--- src/rtl/gemm_seq_pkg.sv ---
// Shared types and widths for the GEMM tile sequencer.
package gemm_seq_pkg;

  localparam int ADDR_W = 32;
  localparam int DIM_W  = 5;

  typedef enum logic [2:0] {
    S_IDLE    = 3'd0,
    S_LOAD    = 3'd1,
    S_FETCH_A = 3'd2,
    S_FETCH_B = 3'd3,
    S_COMPUTE = 3'd4,
    S_STORE_C = 3'd5,
    S_DONE    = 3'd6
  } state_e;

  // Tile configuration that must survive past the LOAD cycle.
  typedef struct packed {
    logic [ADDR_W-1:0] b_addr;
    logic [ADDR_W-1:0] b_stride;
    logic [ADDR_W-1:0] c_addr;
    logic [DIM_W-1:0]  m;
    logic [DIM_W-1:0]  k;
    logic [DIM_W-1:0]  n;
    logic              store;
    logic              overwrite;
  } cfg_t;

endpackage

--- src/rtl/gemm_addr_gen.sv ---
// Row address generator: base plus stride accumulated per accepted request.
module gemm_addr_gen
  import gemm_seq_pkg::*;
(
  input  logic              clk,
  input  logic              rst,
  input  logic              load_i,
  input  logic [ADDR_W-1:0] base_i,
  input  logic [ADDR_W-1:0] stride_i,
  input  logic [DIM_W-1:0]  count_i,
  input  logic              adv_i,
  output logic [ADDR_W-1:0] addr_o,
  output logic              last_o
);

  logic [ADDR_W-1:0] addr_q, addr_d;
  logic [ADDR_W-1:0] stride_q, stride_d;
  logic [DIM_W-1:0]  remain_q, remain_d;

  // Next address/count: a load wins over an advance so a phase change can reuse the generator at once.
  always_comb begin
    addr_d   = addr_q;
    stride_d = stride_q;
    remain_d = remain_q;
    if (load_i) begin
      addr_d   = base_i;
      stride_d = stride_i;
      remain_d = count_i;
    end else if (adv_i && (remain_q != {DIM_W{1'b0}})) begin
      addr_d   = addr_q + stride_q;
      remain_d = remain_q - {{(DIM_W-1){1'b0}}, 1'b1};
    end else begin
      addr_d   = addr_q;
    end
  end

  // Generator state registers.
  always_ff @(posedge clk or posedge rst) begin
    if (rst) begin
      addr_q   <= {ADDR_W{1'b0}};
      stride_q <= {ADDR_W{1'b0}};
      remain_q <= {DIM_W{1'b0}};
    end else begin
      addr_q   <= addr_d;
      stride_q <= stride_d;
      remain_q <= remain_d;
    end
  end

  assign addr_o = addr_q;
  assign last_o = (remain_q == {{(DIM_W-1){1'b0}}, 1'b1});

endmodule

--- src/rtl/gemm_tile_sequencer.sv ---
// Sequences one GEMM tile: pop config, fetch A/B rows, run the array, store C rows.
module gemm_tile_sequencer
  import gemm_seq_pkg::*;
(
  input  logic              clk,
  input  logic              rst,
  input  logic              conf_empty,
  input  logic [ADDR_W-1:0] tile_A_addr,
  input  logic [ADDR_W-1:0] tile_B_addr,
  input  logic [ADDR_W-1:0] tile_C_addr,
  input  logic [ADDR_W-1:0] tile_A_stride,
  input  logic [ADDR_W-1:0] tile_B_stride,
  input  logic [DIM_W-1:0]  msize,
  input  logic [DIM_W-1:0]  ksize,
  input  logic [DIM_W-1:0]  nsize,
  input  logic              store,
  input  logic              overwrite,
  output logic              read_all_buffers,
  output logic              mem_req,
  output logic              mem_we,
  output logic [ADDR_W-1:0] mem_addr,
  input  logic              mem_ack,
  output logic              arr_start,
  output logic              arr_overwrite,
  output logic [DIM_W-1:0]  arr_nsize,
  input  logic              arr_done,
  output logic              busy,
  output logic              tile_done
);

  state_e            state_q, state_d;
  cfg_t              cfg_q, cfg_d;
  logic              arr_start_q, arr_start_d;
  logic              gen_load_s;
  logic [ADDR_W-1:0] gen_base_s;
  logic [ADDR_W-1:0] gen_stride_s;
  logic [DIM_W-1:0]  gen_count_s;
  logic              gen_last_s;
  logic              gen_adv_s;

  assign mem_req   = (state_q == S_FETCH_A) || (state_q == S_FETCH_B) || (state_q == S_STORE_C);
  assign gen_adv_s = mem_req && mem_ack;

  // Next-state logic; zero-sized phases are skipped by choosing the next phase at load time.
  always_comb begin
    state_d      = state_q;
    cfg_d        = cfg_q;
    gen_load_s   = 1'b0;
    gen_base_s   = {ADDR_W{1'b0}};
    gen_stride_s = {ADDR_W{1'b0}};
    gen_count_s  = {DIM_W{1'b0}};
    case (state_q)
      S_IDLE: begin
        if (!conf_empty) state_d = S_LOAD;
        else             state_d = S_IDLE;
      end
      S_LOAD: begin
        cfg_d.b_addr    = tile_B_addr;
        cfg_d.b_stride  = tile_B_stride;
        cfg_d.c_addr    = tile_C_addr;
        cfg_d.m         = msize;
        cfg_d.k         = ksize;
        cfg_d.n         = nsize;
        cfg_d.store     = store;
        cfg_d.overwrite = overwrite;
        if (msize != {DIM_W{1'b0}}) begin
          gen_load_s   = 1'b1;
          gen_base_s   = tile_A_addr;
          gen_stride_s = tile_A_stride;
          gen_count_s  = msize;
          state_d      = S_FETCH_A;
        end else if (ksize != {DIM_W{1'b0}}) begin
          gen_load_s   = 1'b1;
          gen_base_s   = tile_B_addr;
          gen_stride_s = tile_B_stride;
          gen_count_s  = ksize;
          state_d      = S_FETCH_B;
        end else begin
          state_d      = S_COMPUTE;
        end
      end
      S_FETCH_A: begin
        if (gen_adv_s && gen_last_s) begin
          if (cfg_q.k != {DIM_W{1'b0}}) begin
            gen_load_s   = 1'b1;
            gen_base_s   = cfg_q.b_addr;
            gen_stride_s = cfg_q.b_stride;
            gen_count_s  = cfg_q.k;
            state_d      = S_FETCH_B;
          end else begin
            state_d      = S_COMPUTE;
          end
        end else begin
          state_d = S_FETCH_A;
        end
      end
      S_FETCH_B: begin
        if (gen_adv_s && gen_last_s) state_d = S_COMPUTE;
        else                         state_d = S_FETCH_B;
      end
      S_COMPUTE: begin
        if (arr_done) begin
          if (cfg_q.store && (cfg_q.m != {DIM_W{1'b0}})) begin
            // C rows share the B row stride.
            gen_load_s   = 1'b1;
            gen_base_s   = cfg_q.c_addr;
            gen_stride_s = cfg_q.b_stride;
            gen_count_s  = cfg_q.m;
            state_d      = S_STORE_C;
          end else begin
            state_d      = S_DONE;
          end
        end else begin
          state_d = S_COMPUTE;
        end
      end
      S_STORE_C: begin
        if (gen_adv_s && gen_last_s) state_d = S_DONE;
        else                         state_d = S_STORE_C;
      end
      S_DONE: begin
        state_d = S_IDLE;
      end
      default: begin
        state_d = S_IDLE;
      end
    endcase
    arr_start_d = (state_d == S_COMPUTE) && (state_q != S_COMPUTE);
  end

  // State, latched configuration and start-pulse registers.
  always_ff @(posedge clk or posedge rst) begin
    if (rst) begin
      state_q     <= S_IDLE;
      cfg_q       <= '0;
      arr_start_q <= 1'b0;
    end else begin
      state_q     <= state_d;
      cfg_q       <= cfg_d;
      arr_start_q <= arr_start_d;
    end
  end

  gemm_addr_gen u_addr_gen (
    .clk      (clk),
    .rst      (rst),
    .load_i   (gen_load_s),
    .base_i   (gen_base_s),
    .stride_i (gen_stride_s),
    .count_i  (gen_count_s),
    .adv_i    (gen_adv_s),
    .addr_o   (mem_addr),
    .last_o   (gen_last_s)
  );

  assign read_all_buffers = (state_q == S_LOAD);
  assign mem_we           = (state_q == S_STORE_C);
  assign arr_start        = arr_start_q;
  assign arr_overwrite    = cfg_q.overwrite;
  assign arr_nsize        = cfg_q.n;
  assign busy             = (state_q != S_IDLE);
  assign tile_done        = (state_q == S_DONE);

endmodule

--- config.mk ---
export PLATFORM = sky130hd
export DESIGN_NAME = gemm_tile_sequencer
export DESIGN_NICKNAME = d
export VERILOG_FILES = /design/src/rtl/gemm_seq_pkg.sv /design/src/rtl/gemm_addr_gen.sv /design/src/rtl/gemm_tile_sequencer.sv
export SDC_FILE = /design/constraint.sdc
export NUM_CORES = 1
export LEC_CHECK = 0
export ABC_AREA = 1
export BUFFER_PORTS_ARGS = -buffer_cell sky130_fd_sc_hd__buf_2
export CAP_MARGIN = 20
export CORE_MARGIN = 1.5
export CORE_UTILIZATION = 56
export DETAILED_ROUTE_END_ITERATION = 10
export PLACE_DENSITY = 0.81
export SYNTH_ARGS = -nofsm -noshare
export SYNTH_HDL_FRONTEND = slang
export SYNTH_SLANG_ARGS = --single-unit
--- constraint.sdc ---
create_clock -name clk -period 7.2 [get_ports clk]
set_clock_uncertainty 0.1 [all_clocks]
set_input_delay 1.44 -clock clk [delete_from_list [all_inputs] [get_ports clk]]
set_output_delay 1.44 -clock clk [all_outputs]
set_load 0.05 [all_outputs]
==> qor.yml <==
status:
  status: "finished, final reports clean"
floorplan:
  coreArea_mm2: 0.02017
  initial_utilization: 0.5705
  rows: 52
  io_pins: 226
  die_w_um: 146.4
  die_y_um: 146.4
  die-area_mm2: 0.02142
critical_path:
  cp_slowest_cell: "nor2_4"
  worstSetupPathType: "in -> reg"
  r2r_slack_ns: 3.50
  crit_path_max_incr_delay_ns: 0.83
  startpoint_type: "input pin"
  reg2reg_depth: 12
  cp.required_ns: 7.48
  cp_max_fo: 41
  crit_arrival_ns: 3.99
  critPathCaptureType: "flop"
  cp_top_family: "simple AND/OR/NAND/NOR gates"
  critical_path_buf_inv_count: 3
  path_cells: "buf_2 -> inv_1 -> nor2_2 -> nand2_2 -> nand2_4 -> nor2_4 -> buf_4 -> nand3_1 -> nand2_1 -> nand2_1 -> nand2_1"
  r2r_end: "u_addr_gen.addr_o[18]"
  cp_common_cell: "nand2_1"
  reg2reg_from: "cfg_q[13]"
yosys:
  ys_types: 39
  yosysWarningCount: 0
  async_flop_share: 1.000
  syn_area_mm2: 0.01151
  synthesis.nets: 1934
  syn_avg_cell_area_um2: 6.702
  synthFlopType: "dfrtp_1"
  synthCells: 1717
  seq_area_frac_synth: 0.4045
  ys_seq_elements: 186
  synth_edf_count: 0
cts:
  cts_setup_buffers: 0
  clkTransAtPathRegs_ns: 0.07
  cts_hold_buf: 0
  clk_latency_ns: 0.44
  post_cts_resized: 0
  clockBufferDepth: 2
  h-tree-depth: 4
  cts_root_buf: "clkbuf_16"
  cts_tree: "yes"
  numCtsBuffers: 17
  cts_sinks: 186
sta:
  finalSetupTns_ns: 0
  worst_pin_slew_ns: 1.011
  hold_violations: 0
  slew_headroom: 0.3262
  rsz0062_at_grt: "no"
  finalMaxSlewViolations: 0
  setup-violations-final: 0
  fmaxAchievable_mhz: 269.4
  period_minus_slack_ns: 3.712
  finalCritPeriodShare: 0.5155
global_route:
  overflow: 0
  grt_max_degree: 98
  track_usage: 0.3273
  grt_pass1_vias: 10813
  grt_pass1_wl_um: 55190
  antenna_found_initial: 0
detailed_routing:
  drc_errors: 0
  drtPass1Iterations: 6
  drt-vias-per-instance: 5.328
  vias: 11668
  drt-total-wl_um: 34400
  post_drt_wl_per_cell_um: 15.71
  drtIter0Drc: 1204
  ant_nets: 0
final_layout:
  num-nets-final: 2125
  n_antenna_cell: 0
  final_cell_mix: "nand2_1, buf_2, inv_1, dfrtp_1, nor2_1"
  seq_area_mm2: 0.004654
  n_fill_cell: 1854
  layout-drive-gt1-share: 0.1542
  multi_input_area_mm2: 0.005708
  syn_to_final_growth_pct: 15.82
  layout_commonest_cell: "nand2_1"
placement:
  port_buffers: 225
  dp_hpwl_um: 26400
  gp_congestion: 0.9691
power:
  powerDensity_mw_per_mm2: 497.3
  power.switching_mw: 3.396
  p_clk_frac: 0.143
  p_int_mw: 3.232
  swShare: 0.5123
  leakagePower_nw: 7.549
  seqPwrFrac: 0.290
  power_mw: 6.628
  ir_worst_vdd_v: 0.0002496
  combPwrFrac: 0.567
hold_path:
  min_path_type: "reg -> reg"
  hold_end: "cfg_q[52]"
  hold_depth: 2
  hp-start: "cfg_q[52]"
job:
  max_cap_violations: 0
-- stage by stage --
step,std cells,setup slack [ns],utilization,hold slack (ns),cell area (um2)
floorplan,1717,0.6029,-,0.3422,11510
global placement,2159,3.134,0.6318,0.3511,12740
detailed placement,2159,3.073,0.6318,0.3586,12740
CTS,2190,3.531,0.6608,0.3754,13330
global route,2190,3.201,0.6608,0.3840,13330
finish,2190,3.488,0.6608,0.3734,13330
-- how the worst max path moves through the flow --
stage                          from                    end  slack (ns)  depth (start not counted)
after floorplan                 rst           arr_nsize[0]        0.60                          1
after global placement     arr_done  u_addr_gen.addr_o[18]        3.13                         11
after detailed placement   arr_done  u_addr_gen.addr_o[15]        3.07                         10
after CTS                  arr_done  u_addr_gen.addr_o[15]        3.53                         10
after global routing      cfg_q[13]  u_addr_gen.addr_o[28]        3.20                         10
final                      arr_done  u_addr_gen.addr_o[18]        3.49                         11
-- synthesized netlist by cell type (all sizes together), types with 7 or more instances --
| cell type | count | area share |
|---|---|---|
| nand2 | 686 | 0.23 |
| dfrtp | 186 | 0.40 |
| nor3 | 12 | 0.0062 |
| xnor2 | 8 | 0.0061 |
| o21ai | 76 | 0.033 |
| o21bai | 19 | 0.012 |
| inv | 218 | 0.071 |
| nand4 | 13 | 0.0076 |
| xor2 | 7 | 0.0053 |
| buf | 37 | 0.019 |
| clkbuf | 27 | 0.0088 |
| nand3b | 7 | 0.0046 |
| nor2 | 151 | 0.051 |
| a21oi | 74 | 0.033 |
| nand3 | 143 | 0.064 |
| ha | 34 | 0.037 |
-- power by group through the flow --
stage / registers (mW) / clock network (mW) / logic, mW
6_report: 1.92 / 0.947 / 3.76
5_1_grt: 1.96 / 0.997 / 4.24
4_1_cts: 1.91 / 0.950 / 3.72
3_5_place_dp: 1.92 / 0 / 3.69
3_3_place_gp: 1.91 / 0 / 3.62
2_1_floorplan: 2.12 / 0 / 2.56
-- per-layer routing --
metal,GRT usage,vias up,routed length [um]
li1,-,5718,-
met1,0.4835,5359,15540
met2,0.4898,527,14970
met3,0.06094,64,3005
met4,0.09949,0,884
met5,0,-,0
-- worst min-delay path, delay by kind of cell (launching register included) --
kind / cells / cell delay [ns]
DFF: 1 / 0.35
and+or+nand+nor: 2 / 0.09
-- state kept, by name, summed over array words and instances, names as in the netlist --
| signal | cells |
|---|---|
| u_addr_gen.addr_o | 32 |
| u_addr_gen.stride_q | 32 |
| arr_overwrite | 1 |
| arr_nsize | 5 |
| arr_start | 1 |
| cfg_q | 107 |
| state_q | 3 |
| u_addr_gen.remain_q | 5 |
-- layout make-up --
class | instances | area share
Sequential cell | 186 | 0.3492
Clock buffer | 17 | 0.03192
Tap cell | 270 | 0.02535
Clock inverter | 14 | 0.01192
Timing Repair Buffer | 236 | 0.09069
Multi-Input combinational cell | 1246 | 0.4283
Inverter | 221 | 0.06262
-- logic make-up (layout without fill, tap and decap cells) --
group	after synthesis	in the layout	share of synthesized area
AND/OR/NAND/NOR	1015	1015	0.3598
buffers and inverters	285	488	0.09949
AO/OA/AOI/OAI	180	180	0.08525
multiplexers	1	1	0.0008699
flip-flops	186	186	0.4045
XOR/XNOR	15	15	0.01142
adder cells (fa/ha/maj)	35	35	0.03871
Note: power is estimated with default switching activity, not from simulation.
